`src/rtl/hdmi_timing_gen.sv`:
```
// hdmi_timing_gen
// ---------------------------------------------------------------------------
// Video timing generator and pixel-fetch sequencer for the ADV7513 HDMI path.
// Produces DE/HSYNC/VSYNC/FRAME_START for a parametrised raster, drives the
// address of an external pixel ROM, compensates the ROM read latency
// (PIPE_DEPTH) and supports 2^SCALE_SHIFT pixel/line replication.
//
// Ports:
//   CLK_PX       in   1           pixel clock (only clock)
//   RST_n        in   1           synchronous active-low reset
//   EN           in   1           timing enable; low forces a clean restart
//   PX_IN        in   24          ROM pixel data {R,G,B}, PIPE_DEPTH after PX_ADDR
//   PATTERN      in   1           colour-bar select (only with the macro below)
//   PX_ADDR      out  ADDR_WIDTH  registered pixel ROM address
//   DE           out  1           data enable
//   HSYNC        out  1           horizontal sync (level set by HS_POL)
//   VSYNC        out  1           vertical sync (level set by VS_POL)
//   HDMI_PX      out  24          registered output pixel
//   FRAME_START  out  1           pulse with the first DE of each frame
//
// Optional feature macro: HDMI_TIMING_GEN_PATTERN_EN
//   When defined, adds PATTERN and an 8-bar colour test pattern on HDMI_PX.
// ---------------------------------------------------------------------------
module hdmi_timing_gen #(
  parameter int H_ACTIVE    = 640,
  parameter int H_FP        = 16,
  parameter int H_SYNC      = 96,
  parameter int H_BP        = 48,
  parameter int V_ACTIVE    = 480,
  parameter int V_FP        = 10,
  parameter int V_SYNC      = 2,
  parameter int V_BP        = 33,
  parameter bit HS_POL      = 1'b0,
  parameter bit VS_POL      = 1'b0,
  parameter int CTR_WIDTH   = 12,
  parameter int ADDR_WIDTH  = 19,
  parameter int PIPE_DEPTH  = 2,
  parameter int SCALE_SHIFT = 0
) (
  input  logic                  CLK_PX,
  input  logic                  RST_n,
  input  logic                  EN,
  input  logic [23:0]           PX_IN,
`ifdef HDMI_TIMING_GEN_PATTERN_EN
  input  logic                  PATTERN,
`endif
  output logic [ADDR_WIDTH-1:0] PX_ADDR,
  output logic                  DE,
  output logic                  HSYNC,
  output logic                  VSYNC,
  output logic [23:0]           HDMI_PX,
  output logic                  FRAME_START
);

  localparam int H_TOTAL = H_ACTIVE + H_FP + H_SYNC + H_BP;
  localparam int V_TOTAL = V_ACTIVE + V_FP + V_SYNC + V_BP;
  // Stages between the counter state and the output registers.
  localparam int NS = PIPE_DEPTH + 1;

  localparam logic [CTR_WIDTH-1:0] H_ACT_C    = CTR_WIDTH'(H_ACTIVE);
  localparam logic [CTR_WIDTH-1:0] H_LAST_ACT = CTR_WIDTH'(H_ACTIVE - 1);
  localparam logic [CTR_WIDTH-1:0] HS_START   = CTR_WIDTH'(H_ACTIVE + H_FP);
  localparam logic [CTR_WIDTH-1:0] HS_END     = CTR_WIDTH'(H_ACTIVE + H_FP + H_SYNC);
  localparam logic [CTR_WIDTH-1:0] H_LAST     = CTR_WIDTH'(H_TOTAL - 1);
  localparam logic [CTR_WIDTH-1:0] V_ACT_C    = CTR_WIDTH'(V_ACTIVE);
  localparam logic [CTR_WIDTH-1:0] VS_START   = CTR_WIDTH'(V_ACTIVE + V_FP);
  localparam logic [CTR_WIDTH-1:0] VS_END     = CTR_WIDTH'(V_ACTIVE + V_FP + V_SYNC);
  localparam logic [CTR_WIDTH-1:0] V_LAST     = CTR_WIDTH'(V_TOTAL - 1);
  // Low SCALE_SHIFT bits of a counter; empty mask (scale 1) always matches.
  localparam logic [CTR_WIDTH-1:0] REP_MASK   = CTR_WIDTH'((1 << SCALE_SHIFT) - 1);

  logic [CTR_WIDTH-1:0]  h;
  logic [CTR_WIDTH-1:0]  v;
  logic [ADDR_WIDTH-1:0] addr;
  logic [ADDR_WIDTH-1:0] line_base;

  logic active;
  logic hs_asrt;
  logic vs_asrt;
  logic frame_first;
  logic h_rep_end;
  logic v_rep_end;
  logic [23:0] px_sel;

  logic [NS-1:0] act_pipe;
  logic [NS-1:0] hs_pipe;
  logic [NS-1:0] vs_pipe;
  logic [NS-1:0] fs_pipe;

`ifdef HDMI_TIMING_GEN_PATTERN_EN
  logic [NS-1:0]        pat_pipe;
  logic [CTR_WIDTH-1:0] h_pipe [NS];

  // Bar index from fixed bar edges i*H_ACTIVE/8; loop folds to constants.
  function automatic logic [23:0] bar_color(input logic [CTR_WIDTH-1:0] hp);
    logic [2:0] idx;
    idx = 3'd0;
    for (int i = 1; i < 8; i++) begin
      if (hp >= CTR_WIDTH'((i * H_ACTIVE) / 8)) idx = 3'(i);
    end
    case (idx)
      3'd0:    bar_color = 24'hFFFFFF;
      3'd1:    bar_color = 24'hFFFF00;
      3'd2:    bar_color = 24'h00FFFF;
      3'd3:    bar_color = 24'h00FF00;
      3'd4:    bar_color = 24'hFF00FF;
      3'd5:    bar_color = 24'hFF0000;
      3'd6:    bar_color = 24'h0000FF;
      default: bar_color = 24'h000000;
    endcase
  endfunction
`endif

  // Stage-0 decode of the raster position.
  always_comb begin
    active      = (h < H_ACT_C) && (v < V_ACT_C);
    hs_asrt     = (h >= HS_START) && (h < HS_END);
    vs_asrt     = (v >= VS_START) && (v < VS_END);
    frame_first = (h == {CTR_WIDTH{1'b0}}) && (v == {CTR_WIDTH{1'b0}});
    h_rep_end   = (h & REP_MASK) == REP_MASK;
    v_rep_end   = (v & REP_MASK) == REP_MASK;
  end

  // Raster counters and replicated ROM address sequencing.
  always_ff @(posedge CLK_PX) begin
    if (!RST_n || !EN) begin
      h         <= {CTR_WIDTH{1'b0}};
      v         <= {CTR_WIDTH{1'b0}};
      addr      <= {ADDR_WIDTH{1'b0}};
      line_base <= {ADDR_WIDTH{1'b0}};
      PX_ADDR   <= {ADDR_WIDTH{1'b0}};
    end else begin
      PX_ADDR <= addr;
      if (h == H_LAST) begin
        h <= {CTR_WIDTH{1'b0}};
        v <= (v == V_LAST) ? {CTR_WIDTH{1'b0}} : v + CTR_WIDTH'(1);
      end else begin
        h <= h + CTR_WIDTH'(1);
      end
      if ((h == H_LAST) && (v == V_LAST)) begin
        addr      <= {ADDR_WIDTH{1'b0}};
        line_base <= {ADDR_WIDTH{1'b0}};
      end else if (active && (h == H_LAST_ACT)) begin
        // Last replica of a source line moves on; others rewind to its start.
        if (v_rep_end) begin
          addr      <= addr + ADDR_WIDTH'(1);
          line_base <= addr + ADDR_WIDTH'(1);
        end else begin
          addr <= line_base;
        end
      end else if (active && h_rep_end) begin
        addr <= addr + ADDR_WIDTH'(1);
      end else begin
        addr <= addr;
      end
    end
  end

`ifdef HDMI_TIMING_GEN_PATTERN_EN
  // Pattern select and column carried alongside the timing pipeline.
  always_ff @(posedge CLK_PX) begin
    if (!RST_n || !EN) begin
      pat_pipe <= {NS{1'b0}};
      for (int i = 0; i < NS; i++) h_pipe[i] <= {CTR_WIDTH{1'b0}};
    end else begin
      pat_pipe  <= {pat_pipe[NS-2:0], PATTERN};
      h_pipe[0] <= h;
      for (int i = 1; i < NS; i++) h_pipe[i] <= h_pipe[i-1];
    end
  end

  // Output pixel source: colour bars or ROM data.
  always_comb begin
    if (pat_pipe[NS-1]) begin
      px_sel = bar_color(h_pipe[NS-1]);
    end else begin
      px_sel = PX_IN;
    end
  end
`else
  // Output pixel source: ROM data only.
  always_comb begin
    px_sel = PX_IN;
  end
`endif

  // Timing pipeline delaying stage-0 flags to align with HDMI_PX.
  always_ff @(posedge CLK_PX) begin
    if (!RST_n || !EN) begin
      act_pipe    <= {NS{1'b0}};
      hs_pipe     <= {NS{1'b0}};
      vs_pipe     <= {NS{1'b0}};
      fs_pipe     <= {NS{1'b0}};
      DE          <= 1'b0;
      FRAME_START <= 1'b0;
      HSYNC       <= ~HS_POL;
      VSYNC       <= ~VS_POL;
      HDMI_PX     <= 24'h000000;
    end else begin
      act_pipe    <= {act_pipe[NS-2:0], active};
      hs_pipe     <= {hs_pipe[NS-2:0], hs_asrt};
      vs_pipe     <= {vs_pipe[NS-2:0], vs_asrt};
      fs_pipe     <= {fs_pipe[NS-2:0], frame_first};
      DE          <= act_pipe[NS-1];
      FRAME_START <= fs_pipe[NS-1];
      HSYNC       <= hs_pipe[NS-1] ? HS_POL : ~HS_POL;
      VSYNC       <= vs_pipe[NS-1] ? VS_POL : ~VS_POL;
      // PX_IN here belongs to the pixel leaving the last stage.
      HDMI_PX     <= act_pipe[NS-1] ? px_sel : 24'h000000;
    end
  end

endmodule

```
`config.mk`:
```
export PLATFORM = sky130hd
export DESIGN_NAME = hdmi_timing_gen
export DESIGN_NICKNAME = d
export VERILOG_FILES = /design/src/rtl/hdmi_timing_gen.sv
export SDC_FILE = /design/constraint.sdc
export NUM_CORES = 1
export LEC_CHECK = 0
export ABC_CLOCK_PERIOD_IN_PS = 2400
export CAP_MARGIN = 20
export CORE_ASPECT_RATIO = 1.2
export CORE_MARGIN = 8
export CORE_UTILIZATION = 51
export DETAILED_ROUTE_END_ITERATION = 8
export PLACE_DENSITY = 0.83
export SYNTH_ARGS = -nofsm -noshare
export SYNTH_HDL_FRONTEND = slang
export SYNTH_SLANG_ARGS = --single-unit
```
`constraint.sdc`:
```
create_clock -name CLK_PX -period 2.4 [get_ports CLK_PX]
set_input_delay 0.24 -clock CLK_PX [delete_from_list [all_inputs] [get_ports CLK_PX]]
set_output_delay 0.24 -clock CLK_PX [all_outputs]
set_load 0.1 [all_outputs]
```
* Yosys cells after proc, flatten, opt, wreduce, memory -nomap -nowiden
Cells that the tools add are included.
** Storage, ports and cells
- Register bits after elaboration :: 102
- Bits of input ports :: 27
- Output and inout port bits :: 47
- Logic and storage cells :: 46
** Operators by class
- Add/subtract/negate cells :: 3
- Order comparisons :: 6
- Equal/unequal tests :: 3
- Muxes and demuxes :: 5
- Bitwise gates (word level) :: 1
- Reduce and logical (&&, ||, !) cells :: 15
** Operator list (number)
- 2-to-1 mux 19 bit :: 2
- equality test 12 x 10 -> 1 bit, second input constant :: 3
- adder 12 x 1 -> 12 bit, second input constant :: 2
- zero test 12 bit :: 2
- less-than comparator 12 x 10 -> 1 bit, second input constant :: 2
- less-than comparator 12 x 9 -> 1 bit, second input constant :: 2
- adder 19 x 1 -> 19 bit, second input constant :: 1
- greater-or-equal comparator 12 x 10 -> 1 bit, second input constant :: 1
- greater-or-equal comparator 12 x 9 -> 1 bit, second input constant :: 1
- 2-to-1 mux 12 bit :: 1
- logical AND 1 bit :: 6
- OR reduction 2 bit :: 3
- zero test 1 bit :: 2
- 2-to-1 mux 1 bit :: 2
- nonzero test 2 bit :: 1
- logical OR 1 bit :: 1
- NOT 1 bit :: 1

* Logic depth before layout (Yosys ltp)
Gate-level depths: netlist of run 1.
- Depth after elaboration :: 4
- Gate-level depth with buffers :: 8
- Gate-level depth less buffers :: 6

* Worst setup path before layout of run 1
Ideal clock, no wire load.
- Path type :: register to register
- From :: register h[5]
- To :: register h[10]
- Library setup time :: 124 ps
- Arrival time :: 2087 ps
- Required time :: 2276 ps
- Slack :: 189 ps
- Stages on the path, launching flop included :: 9
- Buffers on the path :: 4
- Period minus slack after synthesis :: 2211 ps
- Cell sequence :: dfxtp_1 > buf_6 > or4_4 > or4_1 > buf_2 > buf_2 > buf_2 > nand2_1 > nor2_1
** On the way
- Cells in the longest elaborated chain, start to end :: 2
- Elaborated cells on any way between the ends :: 3
- Classes of those cells :: 1 x add/sub; 1 x eq/ne; 1 x reduce/logical
** Ends and longest elaborated chain
- from (decl) :: line 72 : logic [CTR_WIDTH-1:0] h;
- from (signal assigned) :: line 127 : h <= {CTR_WIDTH{1'b0}};
- from (signal assigned) :: line 135 : h <= {CTR_WIDTH{1'b0}};
- from (signal assigned) :: line 138 : h <= h + CTR_WIDTH'(1);
- branches (longest 2 deep; another with adder 12 x 1 -> 12 bit)
Several ways; the timed one is not identified.
A chain may end at the register's enable or synchronous reset.

* Worst setup path in the final report of run 1
- From :: register h[6]
- To :: register v[6]
** On the way
- Cells in the longest elaborated chain, start to end :: 1
** Ends and longest elaborated chain
- equality test 12 x 10 -> 1 bit :: line 134 : if (h == H_LAST) begin
- to (signal assigned) :: line 128 : v <= {CTR_WIDTH{1'b0}};
- to (signal assigned) :: line 136 : v <= (v == V_LAST) ? {CTR_WIDTH{1'b0}} : v + CTR_WIDTH'(1);
- to (decl) :: line 73 : logic [CTR_WIDTH-1:0] v;
No other way between the ends.

==> qor.txt, run 1 <==
R2R Path Start -> h[6]$_SDFF_PP0_
H-Tree Depth -> 3
asr flop ratio synth -> 0
Sw Share -> 0.229
Overall Global Routing Usage -> 0.157
CP Capture Type -> register
max_slew headroom -> 0.592
Post-Place Cells -> 538
max_cap viols -> 0
FF-to-FF path depth -> 5
later-pin clock latency in the skew report -> 360 ps
CTS tree -> built
Switching Power -> 0.000644 W
VDD IR max -> 0.000345 V
Worst setup SP type -> register
Longest Clk Path Bufs -> 2
NumNets Final -> 491
Non-Filler Instances -> 554
DIE AREA -> 10300 um^2
clock sinks -> 102
fin util -> 0.645
Post-Syn Area -> 3720 um^2
largest net degree at the start of global routing -> 38
First-pass DRT Iterations -> 4
initial antenna violation count -> 0
number of nets with antenna violations after routing -> 0
Post-Syn Nets -> 422
Slew @ Worst Pin -> 612 ps
pwr dens -> 611 nW/um^2
ANT cells -> 0
Worst Path Max Fanout -> 15
Leak -> 1.82 nW
Ys Warns -> 0
DR iter-0 viols -> 161
skew final -> 10.9 ps
hold path cells -> 1
GP Congestion -> 0.829
Worst EP required -> 2690 ps
Clk network pwr share -> 0.361
grt ovf -> 0
Clock Root Buffer -> clkbuf_8
Starting Density -> 0.521
Post-Route WL -> 7.86 mm
DRC Markers -> 0
R2R setup slack -> 190 ps
first-pass GRT wire length -> 13.2 mm
Via density -> 5.45
r2r endpoint -> v[6]$_SDFFE_PP0P_
RSZ-0062 raised after global routing -> false
Final min period -> 2210 ps
Max Clk Rate -> 452 MHz
die height -> 110 um
vias in the first global route -> 2897
CP arrival -> 2500 ps
EDFF count, synth -> 0
Seq cells post-synth -> 102
final setup TNS -> 0 ps
count of different cell masters after synthesis -> 31
Routed WL per cell -> 14.2 um
Seq pwr share -> 0.605
Int Power -> 0.00217 W
Ports -> 74
Setup violations, final -> 0
total number of vias -> 3018
Final period util -> 0.921
number of port buffers -> 73
Inserted Clock Buffers -> 9
setup bufs post-CTS -> 0
register area share after synthesis -> 0.548
row cnt -> 34
Detail Placement HPWL -> 5.68 mm
Core Box Area -> 7150 um^2
Synth-to-Final Area Change -> 23.9%
hold_buf cts -> 0
Die W -> 94 um
status -> complete, no violations
Hold Path Sink -> VSYNC$_SDFF_PP1_
Slew Limit Fails -> 0
Final Hold Slack -> 362 ps
top_reg_cell synth -> dfxtp_1
min-delay src -> vs_pipe[2]$_SDFF_PP0_
kind of critical path -> register to register
worst hold path class -> register to register
share of cells above drive strength 1 -> 0.157
count of final hold-check violations -> 0
Reg clk slew, reported paths -> 100 ps
Synth Instances -> 390
PostCTS Resize Cnt -> 0
Comb pwr share -> 0.034
mean post-synth cell area -> 9.55 um^2
==> registers in the layout, indices dropped and copies added (netlist names), 3 cells and up <==
signal,count
addr,19
fs_pipe,3
vs_pipe,3
HDMI_PX,24
hs_pipe,3
PX_ADDR,19
v,12
act_pipe,3
h,12
==> synth_stat cells (5+ instances only) <==
library cell	number	area share
a21oi_1	29	0.039
and2_1	30	0.050
and3_1	32	0.054
buf_2	5	0.0067
clkbuf_1	17	0.017
dfxtp_1	102	0.55
ha_1	5	0.017
inv_1	8	0.0081
nand2_1	20	0.020
nand3_1	21	0.028
nand4_1	11	0.018
nor2_1	17	0.017
nor4_1	7	0.012
o21ai_0	15	0.020
o31ai_1	12	0.024
or3_1	15	0.025
or4_1	13	0.026
xnor2_1	8	0.019
==> power by group through the flow <==
stage | sequential (W) | clock, W | combinational (W)
floorplan | 0.00175 | 0 | 0.0000308
global placement | 0.00174 | 0 | 0.0000953
detailed placement | 0.00174 | 0 | 0.0000966
CTS | 0.00170 | 0.00104 | 0.0000971
global route | 0.00171 | 0.00113 | 0.000105
finish | 0.00170 | 0.00102 | 0.0000967
==> per-stage QoR <==
stage / total power (W) / setup slack (ps) / instance area, um^2
finish: 0.00282 / 190 / 4610
global route: 0.00294 / 98.2 / 4610
CTS: 0.00284 / 86.4 / 4610
detailed placement: 0.00184 / 105 / 4420
global placement: 0.00184 / 164 / 4420
floorplan: 0.00178 / 189 / 3720
==> worst max-delay path by stage <==
stage | depth (start not counted) | to | start
global route | 5 | v[5]$_SDFFE_PP0P_ | h[6]$_SDFF_PP0_
global placement | 5 | v[8]$_SDFFE_PP0P_ | h[6]$_SDFF_PP0_
detailed placement | 5 | v[7]$_SDFFE_PP0P_ | h[6]$_SDFF_PP0_
floorplan | 8 | h[10]$_SDFF_PP0_ | h[5]$_SDFF_PP0_
finish | 5 | v[6]$_SDFFE_PP0P_ | h[6]$_SDFF_PP0_
CTS | 5 | v[6]$_SDFFE_PP0P_ | h[6]$_SDFF_PP0_
==> layer usage <==
layer	wire length [um]	part of all wire	GRT usage	vias to the layer above
met4	129	0.016	0.0704	0
met3	450	0.057	0.0430	13
li1	-	-	-	1524
met1	3330	0.42	0.176	1412
met2	3950	0.50	0.270	69
met5	0	0	0	-
==> critical path, cell delays in order, from the launching register on <==
cell and delay, ps:
dfxtp_1 330, or4_4 540, or4_4 560, buf_4 210, or3_1 350, a21oi_1 140
==> layout make-up <==
| cell class | count | area (um^2) |
|---|---|---|
| Clock buffer | 10 | 138 |
| Clock inverter | 6 | 50.0 |
| Fill cell | 584 | 2530 |
| Inverter | 8 | 30.0 |
| Multi-Input combinational cell | 257 | 1560 |
| Sequential cell | 102 | 2040 |
| Tap cell | 90 | 113 |
| Timing Repair Buffer | 81 | 686 |
==> cells by family after synthesis <==
| kind of cell | count (synthesis) | synth area share |
|---|---|---|
| adders and majority gates | 5 | 0.0168 |
| muxes | 1 | 0.00269 |
| buffers and inverters | 31 | 0.0349 |
| xor gates and xnor gates | 11 | 0.0259 |
| AOI/OAI and AO/OA | 59 | 0.0894 |
| and+or+nand+nor | 181 | 0.282 |
| DFF | 102 | 0.548 |
==> placed cells by master (no fill, tap or decap) <==
cell type / instances
and3_1: 32
ha_1: 5
nor2b_1: 1
nand3b_1: 3
nor4bb_1: 1
nand3_1: 21
buf_4: 54
nor4b_1: 1
clkbuf_8: 10
nor3_1: 4
o21ai_1: 1
dfxtp_1: 102
and4_1: 4
inv_6: 3
nor4_1: 7
inv_1: 8
or3_1: 15
nand2_1: 20
o21ai_0: 15
a211oi_1: 1
nor2_1: 17
o311a_1: 1
a21oi_1: 29
buf_12: 1
nand4_1: 11
and2_1: 30
clkdlybuf4s50_1: 26
xor2_1: 3
o31ai_1: 12
xnor2_1: 8
mux2i_1: 1
clkinvlp_4: 1
or4_1: 12
or4_4: 2
clkinv_2: 1
inv_8: 1
No activity file was read; power rests on OpenSTA's default activity.
==> run 2: changes to the inputs <==
- CORE_ASPECT_RATIO: 1.2 -> 1.25
==> run 2 against run 1 <==
Against the previous run: critical path depth is the same; final area grew 0.11%; first-iteration DRC count shrank 13%; register-to-register slack lost 70 ps; critical path type unchanged; largest power group unchanged.
==> qor.txt, run 2 (synthesis gave the netlist of run 1 again) <==
status -> complete, no violations
First-pass DRT Iterations -> 4
DIE AREA -> 10300 um^2
CP Capture Type -> register
CTS tree -> built
Detail Placement HPWL -> 5.73 mm
CP arrival -> 2560 ps
grt ovf -> 0
Hold Path Sink -> HSYNC$_SDFF_PP1_
max_slew headroom -> 0.565
Final period util -> 0.949
RSZ-0062 raised after global routing -> false
final setup TNS -> 0 ps
hold path cells -> 1
largest reg by FF count -> HDMI_PX
Longest Clk Path Bufs -> 2
VDD IR max -> 0.000368 V
kind of critical path -> register to register
total number of vias -> 3046
Worst Path Max Fanout -> 20
Leak -> 1.82 nW
NumNets Final -> 491
largest net degree at the start of global routing -> 38
H-Tree Depth -> 3
skew final -> 9.07 ps
vias in the first global route -> 2864
CP max stage delay -> 590 ps
fillers -> 589
Final min period -> 2280 ps
Die W -> 92.4 um
area post-placement -> 4410 um^2
Routed WL per cell -> 14.2 um
later-pin clock latency in the skew report -> 350 ps
r2r endpoint -> v[3]$_SDFFE_PP0P_
initial antenna violation count -> 0
DRC Markers -> 0
GP Congestion -> 0.817
Ports -> 74
Worst Setup SP -> h[6]$_SDFF_PP0_
Clock Root Buffer -> clkbuf_8
Final Hold Slack -> 374 ps
row cnt -> 35
FF-to-FF path depth -> 5
worst hold path class -> register to register
die height -> 112 um
share of cells above drive strength 1 -> 0.157
max_cap viols -> 0
Max Clk Rate -> 439 MHz
Via density -> 5.48
fin util -> 0.639
number of port buffers -> 73
pwr dens -> 625 nW/um^2
most common cell after layout, fill and taps aside -> dfxtp_1
largest registers -> HDMI_PX x24, PX_ADDR x19, addr x19
Non-Filler Instances -> 556
Setup violations, final -> 0
first-pass GRT wire length -> 13.2 mm
DR iter-0 viols -> 140
Slew Limit Fails -> 0
design area -> 4620 um^2
most frequent cells in the layout -> dfxtp_1 (102), buf_4 (55), and3_1 (32)
slowest CP cell -> or4_1
clock sinks -> 102
max FFs per register -> 24
Inserted Clock Buffers -> 9
Synth-to-Final Area Change -> 24.0%
count of final hold-check violations -> 0
Slew @ Worst Pin -> 653 ps
number of nets with antenna violations after routing -> 0
Worst EP required -> 2680 ps
min-delay src -> hs_pipe[2]$_SDFF_PP0_
Starting Density -> 0.515
hold_buf cts -> 0
Worst setup SP type -> register
Post-Route WL -> 7.91 mm
Overall Global Routing Usage -> 0.153
ANT cells -> 0
critical path cell sequence -> or4_4 > or4_1 > buf_4 > or3_1 > a21oi_1
R2R Path Start -> h[6]$_SDFF_PP0_
R2R setup slack -> 120 ps
Core Box Area -> 7230 um^2
Reg clk slew, reported paths -> 100 ps
Post-Place Cells -> 540
run 2: cell type report:
type / instances / area [um^2] / share of cell area
multi-input cells: 257 / 1560 / 0.337
flip-flops and latches: 102 / 2040 / 0.442
well taps: 92 / 115 / 0.0249
clock inverters: 7 / 77.6 / 0.0168
clock buffers: 9 / 124 / 0.0268
repair buffers: 81 / 673 / 0.146
inverters: 8 / 30.0 / 0.00650
run 2: per-stage QoR:
stage	setup WS [ps]	power, W
6_report	121	0.00288
5_1_grt	9.44	0.00298
4_1_cts	149	0.00291
3_5_place_dp	160	0.00184
3_3_place_gp	240	0.00184
2_1_floorplan	189	0.00178
run 2: critical path, delay by kind of cell, from the launching register on:
kind / cells / cell delay [ps]
AND/OR/NAND/NOR: 3 / 1490
flip-flops: 1 / 340
buffers and inverters: 1 / 240
AO/OA/AOI/OAI: 1 / 150
run 2: worst max-delay path by stage:
stage                     slack (ps)           endpoint  cells past startpoint
after floorplan                  190   h[10]$_SDFF_PP0_                      8
after global placement           240  v[9]$_SDFFE_PP0P_                      5
after detailed placement         160  v[7]$_SDFFE_PP0P_                      5
after CTS                        150  v[3]$_SDFFE_PP0P_                      5
after global routing               9  v[3]$_SDFFE_PP0P_                      5
final                            120  v[3]$_SDFFE_PP0P_                      5
run 2: report_power, final:
| group | total [W] | internal [W] | switching, W |
|---|---|---|---|
| Clock | 0.00109 | 0.000497 | 0.000588 |
| Sequential | 0.00170 | 0.00170 | 0.00000531 |
| Combinational | 0.0000950 | 0.0000496 | 0.0000454 |
| Total | 0.00288 | 0.00225 | 0.000639 |
run 2: what timing repair did:
item | CTS | global route
endpoints found under the setup margin | 0 | 1
setup buffers | 0 | 0
resized for setup | 0 | 1
run 2: per-layer routing:
metal	vias up	routed length (um)	track usage	share of wire
met5	-	0	0	0
met4	0	91	0.0474	0.012
met3	9	486	0.0444	0.061
met2	74	4270	0.280	0.54
met1	1433	3060	0.162	0.39
li1	1530	-	-	-
